**src/rtl/mbf_param.sv**
```systemverilog
// mbf_param: streams a frame of QW-bit ROM words and assembles them MSB-first
// into DW-bit samples. Each sample feeds a TAPS-deep moving-average low-pass
// output y and a complementary, mid-scale-offset high-pass output z.
//
// Handshake: start is a one-cycle request and is accepted only while busy is
// low (IDLE). busy stays high from the cycle after acceptance until the frame
// ends. done pulses for exactly one cycle in that last busy cycle. y_valid and
// z_valid are single-cycle strobes with no backpressure. The ROM read is a
// fixed-latency read: rom_q carries data one cycle after rom_a is presented
// with rom_cen low.
module mbf_param #(
    parameter int QW = 4,
    parameter int DW = 8,
    parameter int AW = 10,
    parameter int LT = 2
) (
    input  logic          clk,
    input  logic          reset,
    input  logic          start,
    input  logic [1:0]    mode,
    input  logic [QW-1:0] rom_q,
    output logic [AW-1:0] rom_a,
    output logic          rom_cen,
    output logic          y_valid,
    output logic [DW-1:0] y,
    output logic          z_valid,
    output logic [DW-1:0] z,
    output logic          busy,
    output logic          done
);

    localparam int R    = DW / QW;
    localparam int TAPS = 1 << LT;
    localparam int GW   = (R > 1) ? $clog2(R) : 1;
    localparam int ACW  = DW + LT;

    localparam logic [AW:0]           LAST_ADDR = {1'b0, {AW{1'b1}}};
    localparam logic signed [DW+1:0]  MID       = {3'b001, {(DW-1){1'b0}}};
    localparam logic signed [DW+1:0]  MAXV      = {2'b00, {DW{1'b1}}};

    typedef enum logic [1:0] {IDLE, FETCH, DRAIN, DONE} state_t;

    state_t state, state_nx;

    logic [AW:0]     addr;          // one spare bit so the terminal address never wraps
    logic            rd_vld;        // rom_q carries a requested word this cycle
    logic [1:0]      mode_q;
    logic [GW-1:0]   grp;           // word position within the current sample
    logic [DW-1:0]   shift_q;       // partially assembled sample
    logic [DW-1:0]   hist [TAPS];   // hist[0] is the newest sample
    logic [ACW-1:0]  acc;           // running sum of hist
    logic [LT:0]     fill;

    logic                   accept;
    logic [DW-1:0]          x_c;
    logic                   sample_done;
    logic [LT:0]            fill_nx;
    logic                   full;
    logic [ACW-1:0]         sum_c;
    logic [DW-1:0]          y_c;
    logic signed [DW+1:0]   d_c;
    logic [DW-1:0]          z_c;

    // Sample assembly, moving-average and high-pass arithmetic
    always_comb begin
        accept      = (state == IDLE) && start;
        x_c         = DW'({shift_q, rom_q});
        sample_done = rd_vld && (grp == GW'(R - 1));
        fill_nx     = (fill == (LT+1)'(TAPS)) ? fill : fill + 1'b1;
        full        = (fill_nx == (LT+1)'(TAPS));
        sum_c       = acc + ACW'(x_c) - ACW'(hist[TAPS-1]);
        y_c         = DW'(sum_c >> LT);
        d_c         = $signed({2'b00, x_c}) - $signed({2'b00, y_c}) + MID;
        if (d_c < 0)
            z_c = '0;
        else if (d_c > MAXV)
            z_c = '1;
        else
            z_c = d_c[DW-1:0];
    end

    // Next-state and control outputs
    always_comb begin
        state_nx = state;
        busy     = (state != IDLE);
        done     = (state == DONE);
        rom_cen  = (state != FETCH);
        rom_a    = (state == FETCH) ? addr[AW-1:0] : '0;
        case (state)
            IDLE:    if (start) state_nx = FETCH;
            FETCH:   if (addr == LAST_ADDR) state_nx = DRAIN;
            DRAIN:   state_nx = DONE;
            DONE:    state_nx = IDLE;
            default: state_nx = IDLE;
        endcase
    end

    // State register
    always_ff @(posedge clk or negedge reset) begin
        if (!reset) state <= IDLE;
        else        state <= state_nx;
    end

    // Address counter, read-valid tracking and mode latch
    always_ff @(posedge clk or negedge reset) begin
        if (!reset) begin
            addr   <= '0;
            rd_vld <= 1'b0;
            mode_q <= 2'b00;
        end else begin
            rd_vld <= (state == FETCH);
            if (accept) begin
                addr   <= '0;
                mode_q <= mode;
            end else if (state == FETCH) begin
                addr   <= addr + 1'b1;
            end
        end
    end

    // Assembly, history and accumulator; all cleared at the start of a frame
    always_ff @(posedge clk or negedge reset) begin
        if (!reset) begin
            grp     <= '0;
            shift_q <= '0;
            acc     <= '0;
            fill    <= '0;
            for (int i = 0; i < TAPS; i++) hist[i] <= '0;
        end else if (accept) begin
            grp     <= '0;
            shift_q <= '0;
            acc     <= '0;
            fill    <= '0;
            for (int i = 0; i < TAPS; i++) hist[i] <= '0;
        end else if (rd_vld) begin
            shift_q <= x_c;
            grp     <= sample_done ? '0 : grp + 1'b1;
            if (sample_done) begin
                for (int i = TAPS-1; i > 0; i--) hist[i] <= hist[i-1];
                hist[0] <= x_c;
                acc     <= sum_c;
                fill    <= fill_nx;
            end
        end
    end

    // Registered outputs; strobes gated by the mode latched at start
    always_ff @(posedge clk or negedge reset) begin
        if (!reset) begin
            y_valid <= 1'b0;
            z_valid <= 1'b0;
            y       <= '0;
            z       <= '0;
        end else begin
            y_valid <= sample_done && full && mode_q[0];
            z_valid <= sample_done && full && mode_q[1];
            if (sample_done && full) begin
                y <= y_c;
                z <= z_c;
            end
        end
    end

endmodule

```
**config.mk**
```make
export PLATFORM = sky130hd
export DESIGN_NAME = mbf_param
export DESIGN_NICKNAME = d
export VERILOG_FILES = /design/src/rtl/mbf_param.sv
export SDC_FILE = /design/constraint.sdc
export NUM_CORES = 1
export LEC_CHECK = 0
export CAP_MARGIN = 20
export CORE_AREA = 2 2 89 113
export CTS_CLUSTER_SIZE = 25
export DETAILED_ROUTE_END_ITERATION = 16
export DIE_AREA = 0 0 91 115
export GPL_TIMING_DRIVEN = 0
export HOLD_SLACK_MARGIN = 0.15
export PLACE_DENSITY = 0.7
export SYNTH_ARGS = -nofsm -noshare
export SYNTH_HDL_FRONTEND = slang
export SYNTH_SLANG_ARGS = --single-unit
```
**constraint.sdc**
```tcl
create_clock -name clk -period 12.4 [get_ports clk]
set_clock_uncertainty 0.05 [all_clocks]
set_input_delay 1.86 -clock clk [delete_from_list [all_inputs] [get_ports clk]]
set_output_delay 1.86 -clock clk [all_outputs]
set_load 0.01 [all_outputs]
```
# ---- Word-level counts from Yosys, hierarchy flattened
# Cells that the tools add are included.
# W data, S select, Z words.
dict set report classes {
  addsub 7
  n_lt_le_gt_ge 2
  n_eq_ne 9
  n_mux 23
  n_reduce_logical 12
}
# operator n
set op_table {}
lappend op_table {{$mux W32} 3}
lappend op_table {{$mux W10} 4}
lappend op_table {{$mux W11} 2}
lappend op_table {{$mux W8} 2}
lappend op_table {{$mux W3} 4}
lappend op_table {{$add A11 B1 Y11 const B} 1}
lappend op_table {{$eq A11 B10 Y1 const B} 1}
lappend op_table {{$add A10 B8 Y10} 1}
lappend op_table {{$add A9 B9 Y10 const B} 1}
lappend op_table {{$gt A10 B9 Y1 const B} 1}
lappend op_table {{$lt A10 B1 Y1 const B} 1}
lappend op_table {{$sub A10 B8 Y10} 1}
lappend op_table {{$sub A8 B8 Y9} 1}
lappend op_table {{$mux W4} 2}
lappend op_table {{$pmux W2 S4} 1}
lappend op_table {{$reduce_bool A2 Y1} 4}
lappend op_table {{$eq A3 B3 Y1 const B} 2}
lappend op_table {{$logic_and A1 B1 Y1} 5}
lappend op_table {{$eq A2 B2 Y1 const B} 2}
lappend op_table {{$mux W2} 2}
lappend op_table {{$ne A2 B1 Y1 const B} 2}
lappend op_table {{$reduce_and A2 Y1} 2}
lappend op_table {{$add A3 B1 Y3 const B} 1}
lappend op_table {{$mux W1} 3}
lappend op_table {{other kinds (4)} 4}
dict set report totals {
  register_bits 84
  in_bits 9
  output_inout_bits 31
  word_cells 69
}

# ---- Logic depth before layout (Yosys ltp)
dict set report depth {
  depth_word 7
  mapped_depth 24
  depth_no_buf 24
}

# ---- Worst setup path before layout
# Ideal clock, no wire load.
dict set report synth_timing {
  path_type {input port to flip-flop}
  start {input port rom_q[2]}
  end {register z[7]}
  setup_time_ns 0.104
  arrival_ns 6.136
  t_required_ns 12.246
  setup_slack_ns 6.111
  stages 21
  path_buffers 0
  path_cell_list {inv_1 > fa_1 > inv_1 > ha_1 > nor2b_1 > o31a_1 > a21oi_1 > inv_1 > ha_1 > a21oi_1 > nand2_1 > maj3_2 > maj3_2 > a21o_1 > a21oi_1 > xor2_1 > ha_1 > xnor2_1 > nor3b_1 > mux2_4 > o41ai_2}
}
dict set report synth_via {
  elab_chain_cells 7
  elab_cells_between_ends 8
  classes_between {add/sub (4); order compare (2); mux (2)}
}
# item line
set synth_rtl {}
lappend synth_rtl {{from (decl)} 21} ;# input logic [QW-1:0] rom_q,
lappend synth_rtl {{$add A10 B8 Y10} 71} ;# sum_c = acc + ACW'(x_c) - ACW'(hist[TAPS-1]);
lappend synth_rtl {{$sub A10 B8 Y10} 71}
lappend synth_rtl {{$sub A8 B8 Y9 (*)} 73} ;# d_c = $signed({2'b00, x_c}) - $signed({2'b00, y_c}) + MID;
lappend synth_rtl {{$add A9 B9 Y10 (*)} 73}
lappend synth_rtl {{$gt A10 B9 Y1} 76} ;# else if (d_c > MAXV)
lappend synth_rtl {{$mux W8} 76}
lappend synth_rtl {{$mux W8 (*)} 74} ;# if (d_c < 0)
lappend synth_rtl {{to (signal assigned)} 159} ;# z <= z_c;
lappend synth_rtl {{to (decl)} 27} ;# output logic [DW-1:0] z,
# Mark *: on every way between the ends. The rest lies on a longest branch, timed or not.
# A chain may end at the register's enable or synchronous reset.

# ---- Final worst setup path
dict set report layout_timing {
  start {input port rom_q[3]}
  end {register z[7]}
}
# The elaborated chain is that of the path after synthesis.

==> flow_summary.ini <==
[clocking]
cts.hold.buffers_added = 0
post-cts-setup-buffers = 0
root_buffer = sky130_fd_sc_hd__clkbuf_16
cts_repair_resize_count = 0
clkLatencyLatePin_ns = 0.34
total_clock_buffers_created_by_cts = 9
sink_count = 84
tritoncts_clock_tree = done
cts_max_level = 3
clock_path_buffers = 2
cts.clk_slew.worst_paths_ns = 0.06

[setup_path]
path_cells = clkdlybuf4s50_1 > inv_1 > fa_1 > inv_1 > ha_1 > o21a_1 > o31a_1 > a21oi_1 > inv_1 > ha_1 > a21oi_1 > nand2_1 > maj3_2 > maj3_2 > a21o_1 > a21oi_1 > xor2_1 > ha_1 > xnor2_1 > nor3b_1 > mux2_4 > o41ai_2
critical_path.n_buffers_inverters = 4
worst_path_max_stage_delay_ns = 0.66
timing.critical_path.fanout_max = 7
crit_family = adder cells
cp.arrival_ns = 7.31
critPathRequiredTime_ns = 12.60
crit_path_top_delay_cell = sky130_fd_sc_hd__clkdlybuf4s50_1
worstSetupEndpointType = register
path_class = input port to register
startpoint_kind_of_the_worst_setup_timing_path = input port

[timing]
drv_slew = 0
rsz0062_at_grt = false
report.final.hold_viol_count = 0
report.final.setup_viol = 0
worst_pin_slew_ns = 0.663
post-route-min-period_ns = 7.11
fmaxAchievable_mhz = 141
final_min_period_over_clock_period = 0.573
setup-tns-final_ns = 0
max-slew-margin-rel = 0.557

[grt]
number_of_global_route_vias_before_repair = 3665
grt.met3_usage = 0.0334
use_met2 = 0.369
gr-total-overflow = 0
wire_length_of_the_first_global_routing_pass_um = 17200
grt.total_usage = 0.208
grt_max_degree = 65
grt_antenna_before_repair = 0
top_usage_layer = met2
grt_use_met1 = 0.245

[logic_synthesis]
synthesized_area_fraction_occupied_by_ao_oa_aoi_and_oai_cells = 0.136
synth-xor-area-share = 0.0493
synth_warnings = 0
yosys-mux-area-fraction = 0.0187
postSynthAreaPerCell_um2 = 9.06
synth_sequential_area_ratio = 0.455
synth-simple-area-share = 0.167
synth-seq-cells = 84
main_combinational_cell_family_by_area_after_synthesis = simple AND/OR/NAND/NOR gates
synth-main-ff-cell = sky130_fd_sc_hd__dfrtp_1
synth_area_um2 = 4620
synth.distinct_cells = 48
post_synth_fa_ha_maj_area_fraction = 0.112
mappedNetlistNets = 553
synth-edff-count = 0
synth_async_sr_flop_share = 1.00
post_synth_inst_count = 510

[run_status]
status = complete, no violations

[detailed_routing]
dr_total_vias = 3564
wire_per_inst_um = 14.4
detailedRoute.firstPassIterationCount = 5
drt.antenna.violating_nets = 0
initialDrtViolationCount = 199
detail_route.wirelength_um = 9940
avgViaCountPerCell = 5.15
post-route-drc-count = 0

[floorplanning]
floorplan.die.width_um = 91
core_um2 = 9410
ioPinCount = 40
fp.dieArea_um2 = 10500
floorplan.initialDensity = 0.491
rows = 40
die_y_um = 115

[pwr]
power_density_nw_per_um2 = 322
worst_ir_drop_vdd_v = 0.000164
p_leak_uw = 0.00263

[final_layout]
final_design_area_no_fill_um2 = 5470
fillCellCount = 858
layout_commonest_cell = sky130_fd_sc_hd__nand2_1
final_layout_size_suffix_gt1_frac = 0.0442
diodes = 0
areaGrowthSynthToFinish_pct = 18.5
final_net_count = 604
commonest_non_fill_non_tap_cells_in_the_layout = 101 x sky130_fd_sc_hd__nand2_1, 84 x sky130_fd_sc_hd__dfrtp_1, 53 x sky130_fd_sc_hd__inv_1
fin_cells = 692
postLayoutCoreUtil = 0.582

[place]
cells_after_dpl = 676
detailed_place.area_um2 = 5190
io_buffers = 39
gp_congestion = 0.827
hpwl_um = 7430

[job]
max_capacitance_violation_count = 0

[min_path]
hp-class = register to register
logic make-up after synthesis:
group	count (synthesis)
flip-flops	84
buffers and inverters	76
AND/OR/NAND/NOR	178
XOR/XNOR	26
multiplexers	8
adder cells (fa/ha/maj)	36
AO/OA/AOI/OAI	102
cells in the mapped netlist (4+ instances only):
library cell                 n  area, um2
sky130_fd_sc_hd__nand2_1   101        379
sky130_fd_sc_hd__dfrtp_1    84       2100
sky130_fd_sc_hd__inv_1      53        199
sky130_fd_sc_hd__a21oi_1    52        260
sky130_fd_sc_hd__nor2_1     34        128
sky130_fd_sc_hd__ha_1       25        313
sky130_fd_sc_hd__clkbuf_1   22       82.6
sky130_fd_sc_hd__o21ai_0    14       70.1
sky130_fd_sc_hd__xnor2_1    14        123
sky130_fd_sc_hd__xor2_1     12        105
sky130_fd_sc_hd__and2_1     11       68.8
sky130_fd_sc_hd__a21o_1      9       67.6
sky130_fd_sc_hd__fa_1        9        180
sky130_fd_sc_hd__nand3_1     9       45.0
sky130_fd_sc_hd__mux2i_1     6       60.1
sky130_fd_sc_hd__nor2b_1     5       31.3
sky130_fd_sc_hd__a211oi_1    4       30.0
sky130_fd_sc_hd__o21ai_1     4       20.0
power breakdown:
part / internal [uW] / switching [uW] / total (uW)
Sequential: 349 / 27.6 / 377
Clock: 146 / 107 / 253
Combinational: 528 / 604 / 1130
Total: 1020 / 739 / 1760
cell type report:
type	count	area, um2	area share
plain buffers	23	86.3	0.0158
clock buffers	12	256	0.0469
clock inverters	4	23.8	0.00434
inverters	53	199	0.0363
multi-input cells	350	2230	0.408
flip-flops and latches	84	2100	0.384
well taps	126	158	0.0288
repair buffers	40	415	0.0759
final timing paths:
check,start,end,slack (ns),cells past startpoint
min in group asynchronous,reset,acc[8],1.35,1
worst min register to register,z[2],z[2],0.42,2
worst max-delay path,rom_q[3],z[7],5.29,22
worst min-delay path,z[2],z[2],0.42,2
worst max register to register,shift_q[0],z[7],7.12,21
max in group asynchronous,reset,hist[8],10.34,2
state kept, by name (all words and copies together), names as in the netlist, 2 cells and up:
| name | flops |
|---|---|
| acc | 10 |
| fill | 3 |
| state | 2 |
| mode_q | 2 |
| addr | 11 |
| shift_q | 4 |
| hist | 32 |
| z | 8 |
| y | 8 |
worst reg2reg max path, cell delays in order (launching register included):
cell	delay, ns
sky130_fd_sc_hd__dfrtp_1	0.47
sky130_fd_sc_hd__inv_1	0.14
sky130_fd_sc_hd__fa_1	0.55
sky130_fd_sc_hd__inv_1	0.04
sky130_fd_sc_hd__ha_1	0.35
sky130_fd_sc_hd__o21a_1	0.13
sky130_fd_sc_hd__o31a_1	0.15
sky130_fd_sc_hd__a21oi_1	0.19
sky130_fd_sc_hd__inv_1	0.09
sky130_fd_sc_hd__ha_1	0.34
sky130_fd_sc_hd__a21oi_1	0.17
sky130_fd_sc_hd__nand2_1	0.11
sky130_fd_sc_hd__maj3_2	0.32
sky130_fd_sc_hd__maj3_2	0.36
sky130_fd_sc_hd__a21o_1	0.22
sky130_fd_sc_hd__a21oi_1	0.18
sky130_fd_sc_hd__xor2_1	0.16
sky130_fd_sc_hd__ha_1	0.32
sky130_fd_sc_hd__xnor2_1	0.29
sky130_fd_sc_hd__nor3b_1	0.09
sky130_fd_sc_hd__mux2_4	0.28
sky130_fd_sc_hd__o41ai_2	0.18
through the flow:
step / power [uW] / hold WS [ns] / worst slack, ns
global placement: 1460 / 0.411 / 5.09
CTS: 1770 / 0.428 / 5.34
finish: 1760 / 0.424 / 5.29
global route: 1940 / 0.445 / 4.90
detailed placement: 1510 / 0.415 / 4.99
floorplan: 1260 / 0.407 / 6.11
layer usage:
metal	up-vias	share of wire
li1	1765	-
met1	1730	0.42
met2	58	0.53
met3	11	0.030
met4	0	0.020
met5	-	0
Note: power is estimated with default switching activity, not from simulation.
